`src/rtl/divisor_pkg.sv`:
```
// Shared definitions for the sequential restoring divider: controller state
// encoding and the default operand width.
package divisor_pkg;

  localparam int DEFAULT_WIDTH = 16;

  typedef enum logic [1:0] {
    IDLE = 2'd0,
    CALC = 2'd1,
    DONE = 2'd2
  } div_state_t;

endpackage

```
`src/rtl/divisor_seq_control.sv`:
```
// DivControl: owns the IDLE/CALC/DONE sequencing and the iteration counter,
// and emits Load/Shift/Finish strobes for the divider datapath.
module DivControl
  import divisor_pkg::*;
#(
  parameter int WIDTH = DEFAULT_WIDTH
) (
  input  logic Clk,
  input  logic Reset,
  input  logic Sy,
  output logic Load,
  output logic Shift,
  output logic Finish,
  output logic Busy,
  output logic Done
);

  localparam int CW = $clog2(WIDTH + 1);
  localparam logic [CW-1:0] LastIter = CW'(WIDTH - 1);

  div_state_t state;
  logic [CW-1:0] count;

  // Strobes decode the current state so the datapath acts on the same edge
  // the controller advances; Reset overrides them inside both blocks.
  assign Load   = (state == IDLE) && Sy;
  assign Shift  = (state == CALC);
  assign Finish = Shift && (count == LastIter);

  always_ff @(posedge Clk) begin
    if (Reset) begin
      state <= IDLE;
      count <= '0;
      Busy  <= 1'b0;
      Done  <= 1'b0;
    end else begin
      case (state)
        IDLE: begin
          Done <= 1'b0;
          if (Sy) begin
            state <= CALC;
            count <= '0;
            Busy  <= 1'b1;
          end
        end
        CALC: begin
          count <= count + CW'(1);
          if (count == LastIter) begin
            state <= DONE;
            Busy  <= 1'b0;
            Done  <= 1'b1;
          end
        end
        DONE: begin
          state <= IDLE;
          Done  <= 1'b0;
        end
        default: begin
          state <= IDLE;
          Busy  <= 1'b0;
          Done  <= 1'b0;
        end
      endcase
    end
  end

endmodule

```
`src/rtl/divisor_seq.sv`:
```
// Unsigned restoring shift-subtract divider, one quotient bit per cycle.
// Define DIV_ZERO_FLAG_EN to add the registered DivZero output.
module divisor_seq
  import divisor_pkg::*;
#(
  parameter int WIDTH = DEFAULT_WIDTH
) (
  input  logic             Clk,
  input  logic             Reset,
  input  logic             Sy,
  input  logic [WIDTH-1:0] Dividendo,
  input  logic [WIDTH-1:0] Divisor,
  output logic [WIDTH-1:0] Quociente,
  output logic [WIDTH-1:0] Resto,
  output logic             Busy,
`ifdef DIV_ZERO_FLAG_EN
  output logic             DivZero,
`endif
  output logic             Done
);

  logic load, shift, finish;

  DivControl #(.WIDTH(WIDTH)) control (
    .Clk    (Clk),
    .Reset  (Reset),
    .Sy     (Sy),
    .Load   (load),
    .Shift  (shift),
    .Finish (finish),
    .Busy   (Busy),
    .Done   (Done)
  );

  logic [WIDTH:0]   remReg;
  logic [WIDTH-1:0] dvdReg;
  logic [WIDTH-1:0] dsrReg;

  logic [WIDTH+1:0] shifted;
  logic [WIDTH+1:0] diff;
  logic [WIDTH:0]   remNext;
  logic [WIDTH-1:0] dvdNext;
  logic             qBit;

  // One iteration: the dividend register doubles as the quotient shift
  // register, and the top bit of the extended difference is the borrow.
  always_comb begin
    shifted = {remReg, dvdReg[WIDTH-1]};
    diff    = shifted - {2'b00, dsrReg};
    qBit    = ~diff[WIDTH+1];
    remNext = qBit ? diff[WIDTH:0] : shifted[WIDTH:0];
    dvdNext = {dvdReg[WIDTH-2:0], qBit};
  end

  always_ff @(posedge Clk) begin
    if (Reset) begin
      remReg    <= '0;
      dvdReg    <= '0;
      dsrReg    <= '0;
      Quociente <= '0;
      Resto     <= '0;
`ifdef DIV_ZERO_FLAG_EN
      DivZero   <= 1'b0;
`endif
    end else if (load) begin
      remReg  <= '0;
      dvdReg  <= Dividendo;
      dsrReg  <= Divisor;
`ifdef DIV_ZERO_FLAG_EN
      DivZero <= (Divisor == '0);
`endif
    end else if (shift) begin
      remReg <= remNext;
      dvdReg <= dvdNext;
      if (finish) begin
        Quociente <= dvdNext;
        Resto     <= remNext[WIDTH-1:0];
      end
    end
  end

endmodule
```
`config.mk`:
```
export PLATFORM = sky130hd
export DESIGN_NAME = divisor_seq
export DESIGN_NICKNAME = d
export VERILOG_FILES = /design/src/rtl/divisor_pkg.sv /design/src/rtl/divisor_seq_control.sv /design/src/rtl/divisor_seq.sv
export SDC_FILE = /design/constraint.sdc
export NUM_CORES = 1
export LEC_CHECK = 0
export ABC_AREA = 1
export BUFFER_PORTS_ARGS = -buffer_cell sky130_fd_sc_hd__buf_4
export CELL_PAD_IN_SITES_DETAIL_PLACEMENT = 0
export CELL_PAD_IN_SITES_GLOBAL_PLACEMENT = 1
export CORE_MARGIN = 5
export CORE_UTILIZATION = 45
export DETAILED_ROUTE_END_ITERATION = 6
export GPL_ROUTABILITY_DRIVEN = 0
export PLACE_DENSITY_LB_ADDON = 0.15
export SLEW_MARGIN = 20
export SYNTH_ARGS = -nofsm -noshare
export SYNTH_HDL_FRONTEND = slang
export SYNTH_SLANG_ARGS = --single-unit
```
`constraint.sdc`:
```
create_clock -name Clk -period 4.8 [get_ports Clk]
set_input_delay 0.72 -clock Clk [delete_from_list [all_inputs] [get_ports Clk]]
set_output_delay 0.72 -clock Clk [all_outputs]
set_load 0.02 [all_outputs]
```
[Word level (Yosys, flattened, before mapping)]
Cells that the tools add are included.
Word-level totals
  logic and storage cells: 42
  input bits: 35
  memories kept: 0
  RAM bits: 0
  memory bits (read-only): 0
  register bits after elaboration: 90
  bits in latches: 0
Cells by class
  $mul: 0
  reduce and logical (&&, ||, !) cells: 11
  add/subtract/negate cells: 2
  divide/modulo/power cells: 0
  multiplexer cells: 11
  shift-type cells: 0
  eq/ne operators: 5
  $lt $le $gt $ge: 0
  bitwise operators: 4
Operators with widths (number)
  $mux 16: 2
  $sub 18x16->18: 1
  $mux 17: 1
  $pmux 5 s2: 1
  $reduce_and 3->1: 2
  $add 5x1->5 const B: 1
  $eq 5x4->1 const B: 1
  $mux 5: 1
  $mux 2: 2
  $ne 2x2->1 const B: 2
  $not 1->1: 4
  $pmux 2 s2: 1
  $reduce_and 2->1: 2
  $reduce_bool 2->1: 2
  $reduce_or 2->1: 2
  $pmux 1 s3: 1
  $eq 2x1->1 const B: 1
  $eq 2x2->1 const B: 1
  $logic_and 1x1->1: 2
  $logic_not 2->1: 1
  $mux 1: 2

[Depth between registers and ports, before layout]
Gate-level depths: netlist of the first run.
  depth in word-level cells: 4
  gate-level depth with buffers: 17
  mapped depth without buffers: 16

[Modules after synthesis]
Synthesis of the first run repeated with hierarchy kept, for this count alone.
Unflattened totals
  cells, all modules: 710
  area, all modules: 4822.1 um2
Modules (own cells, without submodules)
  divisor_seq: seq. area each 1621.6 um2, times used 1, area each 4405.5 um2, cells an instance 652
  DivControl: seq. area each 180.2 um2, times used 1, area each 416.6 um2, cells an instance 58

[Worst setup path after synthesis of the first run]
Ideal clock, no wire load.
  kind: register to register
  start point: reg dvdReg[15]
  end point: reg remReg[16]
  setup time: 67 ps
  arrival: 1869 ps
  path slack: 2864 ps
  cell stages (with the launch flop): 15
  path through: dfxtp_1 -> inv_1 -> ha_1 -> fa_1 -> o21ai_0 -> nand3_1 -> nand2_1 -> nand2_1 -> nand2_1 -> nand2_1 -> nand2_1 -> inv_1 -> nand2_4 -> nand3_2 -> a21oi_2
On the way
  longest elaborated chain between the ends: 2
Ends and longest elaborated chain
  from (decl): line divisor_seq.sv:36  | logic [WIDTH-1:0] dvdReg;
  from (signal assigned): line divisor_seq.sv:67  | dvdReg <= Dividendo;
  from (signal assigned): line divisor_seq.sv:74  | dvdReg <= dvdNext;
  $sub 18x16->18: line divisor_seq.sv:49  | diff = shifted - {2'b00, dsrReg};
  $mux 17: line divisor_seq.sv:51  | remNext = qBit ? diff[WIDTH:0] : shifted[WIDTH:0];
  to (signal assigned): line divisor_seq.sv:73  | remReg <= remNext;
  to (decl): line divisor_seq.sv:35  | logic [WIDTH:0] remReg;
No other way between the ends.
A chain may end at the register's enable or synchronous reset.

[Worst setup path in the final report of the first run]
  start point: reg control.count[0]
  end point: reg Quociente[10]
On the way
  longest elaborated chain between the ends: 3
Ends and longest elaborated chain
  from (decl): line divisor_seq_control.sv:22  | logic [CW-1:0] count;
  from (signal assigned): line divisor_seq_control.sv:47  | count <= count + CW'(1);
  $eq 5x4->1: line divisor_seq_control.sv:28  | assign Finish = Shift && (count == LastIter);
  $logic_and 1x1->1: line divisor_seq_control.sv:28
  $reduce_and 3->1 (no line)
  to (signal assigned): line divisor_seq.sv:76  | Quociente <= dvdNext;
  to (decl): line divisor_seq.sv:13  | output logic [WIDTH-1:0] Quociente,
No other way between the ends.

==> reports/metrics.csv, run 1 <==
metric,value,unit
cell area after synthesis,4760,um2
Yosys top cell area share,37.8,%
initial antenna violation count,0,
sequential-to-total area share from yosys stat,37.8,%
max incr delay on CP,0.45,ns
dpl ws,2.21,ns
Setup WS post-layout,2.23,ns
die area,12700,um2
CTS buffer count,9,
remaining global-route overflow,0,
Area after DPL,5310,um2
Worst Tran Pin Value,0.950,ns
post-CTS setup buffers,0,
ratio of cells with drive above 1 in the final layout,17.8,%
"commonest non-fill, non-tap cells in the layout","119 x nand2_1, 90 x dfxtp_1, 83 x inv_1",
WHS,0.468,ns
worst path cell trace,ha_1 -> inv_1 -> nor3_1 -> ha_1 -> inv_1 -> nor2_4 -> buf_4 -> inv_1 -> nor2_1 -> nor2_1,
post-CTS resize count,0,
largest fanout on the critical path,36,
main area contributors after synthesis,"dfxtp_1 38%, nand2_1 9.4%, inv_1 6.5%",
Cells after Synth,662,
unrepaired setup endpoints after global routing,false,
Worst Setup Path Type,flop to flop,
vias in the first global route,4145,
Horiz. Die Dim,113,um
"Req. time, crit path",5.07,ns
Total Wirelength,11500,um
WP data arrival,2.85,ns
met2 global-route usage,30.5,%
Vias/cell,4.99,
Max Slew Vio Count,0,
Min-Delay Path Class,flop to flop,
PD cells,342,nW/um2
Finish-stage setup viols,0,
first-pass GRT wire length,19700,um
H-tree Lvls,3,
Layout fillers,1040,
skew final,0.0112,ns
cell family with most CP delay,buffers and inverters,
Final ANT Viol Nets,0,
CTS root buffer,clkbuf_8,
CP Launch Type,flop,
Peak supply drop,0.180,mV
"Period Utilization, post-route",53.6,%
CTS Buffer Depth,2,
core box area,10300,um2
Final Hold Vio Count,0,
via count,4275,
first-pass detailed-route iteration total,5,
TNS Setup,0,ns
static leakage,2.72,nW
GRT busiest layer,met2,
Crit-path slowest cell,buf_4,
Ant. Diodes,0,
hpwl dp,8060,um
crit end category,flop,
Synth Net Count,716,
"Design Area, Final",5510,um2
clk sinks,90,
Routed wire per std cell,13.4,um
met3 global-route usage,3.48,%
"Hold-fix buffers, CTS",0,
YS warnings,0,
cell row count,37,
GRT Util Overall,18.8,%
Final Power,1.88,mW
Clock Pin Slew Worst Setup and Hold Paths,0.09,ns
DRC,0,
Finished Layout Cells,856,
initial DRC count,262,
"area leader, netlist",dfxtp_1,
Layout Nets,770,
Final Core Density,53.4,%
Relative slew margins,36.6,%
Ports,69,
met1 Use GR,25.1,%
Synth Area per Inst,7.19,um2
Yosys cell types,42,
dpl cells,841,
status,finished clean,
CP Buf/Inv Count,4,
max cap viols,0,
Fmax,389,MHz
post-layout min period,2.57,ns
area grow syn2layout,15.7,%
"most common cell after layout, fill and taps aside",nand2_1,
starting density of the core,46.1,%
worst-skew pair later-pin latency,0.37,ns
die height,113,um
Synth Register Bits,90,
"most used cell, CP",inv_1,
pin count of the biggest net entering global routing,69,
IO buf count,68,
CTS tree,done,
synth_stat cells (all sizes together):
master and instances:
buf 8, nand4 2, o21a 16, clkbuf 19, or2 1, o22ai 15, xor2 7, and2 1
dlygate4sd1 1, nand3b 4, nor4 1, nor3 3, inv 88, dfxtp 90, xnor2 2, nand2 141
a221oi 1, o21bai 2, a22oi 1, fa 1, nor2 84, o21ai 54, ha 18, a21oi 49
nand3 51, o32ai 1, o211ai 1
metal layers:
metal	wire length [um]	part of all wire, %
met3	437	3.8
met4	216	1.9
met5	0	0
met1	5450	47
met2	5390	47
cell families (layout without fill, tap and decap cells):
family	after synthesis	count (layout)	share of synthesized area (%)
AO/OA/AOI/OAI	140	140	16.7
XOR/XNOR	9	9	1.66
adder cells (fa/ha/maj)	19	19	5.15
buffers and inverters	116	174	10.4
flip-flops	90	90	37.8
AND/OR/NAND/NOR	288	288	28.3
flip-flops by register name (all words and copies together) (netlist names):
signal / flops
dvdReg: 16
remReg: 17
dsrReg: 16
Resto: 16
control.state: 2
Quociente: 16
control.Busy: 1
control.count: 5
control.Done: 1
worst reg2reg max path, stage by stage, from the launching register on:
cell and delay (ns):
dfxtp_1 0.39, ha_1 0.16, inv_1 0.06, nor3_1 0.15, ha_1 0.20, inv_1 0.09, nor2_4 0.35, buf_4 0.45
inv_1 0.34, nor2_1 0.21, nor2_1 0.06
area by class of cell:
class | count | area, um2 | share of cell area [%]
Clock buffer | 10 | 138 | 2.50
Clock inverter | 5 | 62.6 | 1.14
Inverter | 88 | 330 | 6.00
Multi-Input combinational cell | 456 | 2470 | 44.9
Sequential cell | 90 | 1800 | 32.7
Tap cell | 136 | 170 | 3.09
Timing Repair Buffer | 71 | 533 | 9.68
power breakdown:
group	total (mW)	switching, mW	internal, mW
Clock	0.537	0.282	0.255
Sequential	0.810	0.0252	0.785
Combinational	0.536	0.353	0.184
Total	1.88	0.660	1.22
final timing paths:
kind / start / end / slack (ns) / depth (start not counted)
worst max register to register: control.count[0] / Quociente[10] / 2.23 / 10
worst max-delay path: control.count[0] / Quociente[10] / 2.23 / 10
worst min register to register: control.state[0] / control.Busy / 0.47 / 1
worst min-delay path: control.state[0] / control.Busy / 0.47 / 1
(Power assumes the default switching activity.)
==> run 2, diff against run 1 <==
--- a/config.mk
+++ b/config.mk
@@ -10,7 +10,7 @@
 export CELL_PAD_IN_SITES_DETAIL_PLACEMENT = 0
 export CELL_PAD_IN_SITES_GLOBAL_PLACEMENT = 1
 export CORE_MARGIN = 5
-export CORE_UTILIZATION = 45
+export CORE_UTILIZATION = 41
 export DETAILED_ROUTE_END_ITERATION = 6
 export GPL_ROUTABILITY_DRIVEN = 0
 export PLACE_DENSITY_LB_ADDON = 0.15
==> constraint.sdc (replaced) <==
create_clock -name Clk -period 2.6 [get_ports Clk]
set_input_delay 0.39 -clock Clk [delete_from_list [all_inputs] [get_ports Clk]]
set_output_delay 0.39 -clock Clk [all_outputs]
set_load 0.02 [all_outputs]
==> run 2 against run 1 <==
Sequential power rose by 85%. Non-clock buffer count rose by 2. Sequential share of layout area fell by 0.74 points. Sequential cell count did not move. Critical path type unchanged. Critical endpoint is now remReg[16]. Largest power group unchanged.
==> reports/metrics.csv, run 2 (synthesis gave the netlist of run 1 again) <==
metric,value,unit
skew final,0.0140,ns
H-tree Lvls,3,
TNS Setup,0,ns
largest fanout on the critical path,3,
"Req. time, crit path",2.87,ns
Total Wirelength,11800,um
CTS Buffer Depth,2,
die height,118,um
WP data arrival,2.54,ns
status,finished clean,
Layout Nets,772,
top layer in use,met4,
Vias/cell,4.91,
Layout fillers,1199,
DRC,0,
sw frac,32.8,%
area grow syn2layout,18.4,%
starting density of the core,41.7,%
remaining global-route overflow,0,
logic gate share of total power,26.0,%
CTS buffer count,9,
Top reg by flops,remReg,
Setup WS post-layout,0.334,ns
Peak supply drop,0.406,mV
static leakage,2.79,nW
CP Launch Type,flop,
Final Power,3.82,mW
met2 WL,5500,um
post-CTS setup buffers,0,
Worst Setup Path Type,flop to flop,
core box area,11400,um2
Reg area,1800,um2
Final Core Density,49.4,%
Worst Tran Pin Value,0.851,ns
"Design Area, Final",5640,um2
Finish-stage setup viols,0,
met1 wire length,5730,um
post-layout min period,2.27,ns
PD cells,678,nW/um2
Ports,69,
Net Switching,1.25,mW
Clk pwr share,34.8,%
Int Pwr,2.57,mW
Max Slew Vio Count,0,
pin count of the biggest net entering global routing,68,
Finished Layout Cells,866,
CTS tree,done,
hpwl dp,8240,um
Ant. Diodes,0,
first-pass detailed-route iteration total,4,
cell row count,39,
WHS,0.241,ns
Routed wire per std cell,13.6,um
"Period Utilization, post-route",87.2,%
worst-skew pair later-pin latency,0.35,ns
first-pass GRT wire length,20500,um
clk sinks,90,
met3 WL post-DR,342,um
max reg flops,17,
initial DRC count,149,
dpl cells,850,
CTS root buffer,clkbuf_16,
multi-input logic area,2470,um2
crit end category,flop,
IO buf count,68,
dpl ws,0.232,ns
"Hold-fix buffers, CTS",0,
Clock Pin Slew Worst Setup and Hold Paths,0.07,ns
unrepaired setup endpoints after global routing,false,
vias in the first global route,4327,
Relative slew margins,43.2,%
GRT Util Overall,17.9,%
Reg power frac,39.2,%
"commonest non-fill, non-tap cells in the layout","119 x nand2_1, 90 x dfxtp_1, 83 x inv_1",
Final Hold Vio Count,0,
initial antenna violation count,0,
Final ANT Viol Nets,0,
Area after DPL,5330,um2
Min-Delay Path Class,input port to flop,
Horiz. Die Dim,118,um
Fmax,441,MHz
die area,13900,um2
max cap viols,0,
ratio of cells with drive above 1 in the final layout,18.0,%
via count,4252,
"most common cell after layout, fill and taps aside",nand2_1,
-- run 2: cell type report --
| type | instances | area share, % |
|---|---|---|
| clock buffers | 11 | 4.31 |
| well taps | 143 | 3.17 |
| clock inverters | 5 | 1.09 |
| inverters | 88 | 5.86 |
| multi-input cells | 456 | 43.9 |
| flip-flops and latches | 90 | 32.0 |
| repair buffers | 73 | 9.72 |
-- run 2: final timing paths --
check	from	end	slack [ns]	cells after the start
worst max-delay path	dvdReg[15]	remReg[16]	0.33	14
worst min-delay path	Reset	dvdReg[0]	0.24	2
worst max register to register	dvdReg[15]	remReg[16]	0.33	14
worst min register to register	control.state[0]	control.Busy	0.46	1
-- run 2: timing repair --
action,4_1_cts,5_1_grt
endpoints found under the hold margin,0,0
setup endpoints to repair,0,3
gates resized for setup,0,1
-- run 2: metal layers --
metal,GRT usage (%),up-vias
met3,3.36,14
met5,0,-
li1,-,2251
met2,29.7,55
met4,8.10,0
met1,22.5,1932
-- run 2: power by group through the flow --
stage | Clock, mW | Combinational [mW] | Sequential, mW
3_5_place_dp | 0 | 0.994 | 1.53
6_report | 1.33 | 0.992 | 1.50
4_1_cts | 1.37 | 1.00 | 1.50
5_1_grt | 1.44 | 1.12 | 1.50
3_3_place_gp | 0 | 0.993 | 1.52
2_1_floorplan | 0 | 0.825 | 1.52
-- run 2: worst max-delay path, stage by stage (launching register included) --
cell,delay [ns]
dfxtp_1,0.36
inv_1,0.05
ha_1,0.24
fa_1,0.42
o21ai_1,0.23
nand3_1,0.12
nand2_1,0.18
nand2_1,0.09
nand2_1,0.07
nand2_1,0.05
nand2_1,0.06
inv_1,0.06
nand2_4,0.06
nand3_2,0.06
a21oi_2,0.13
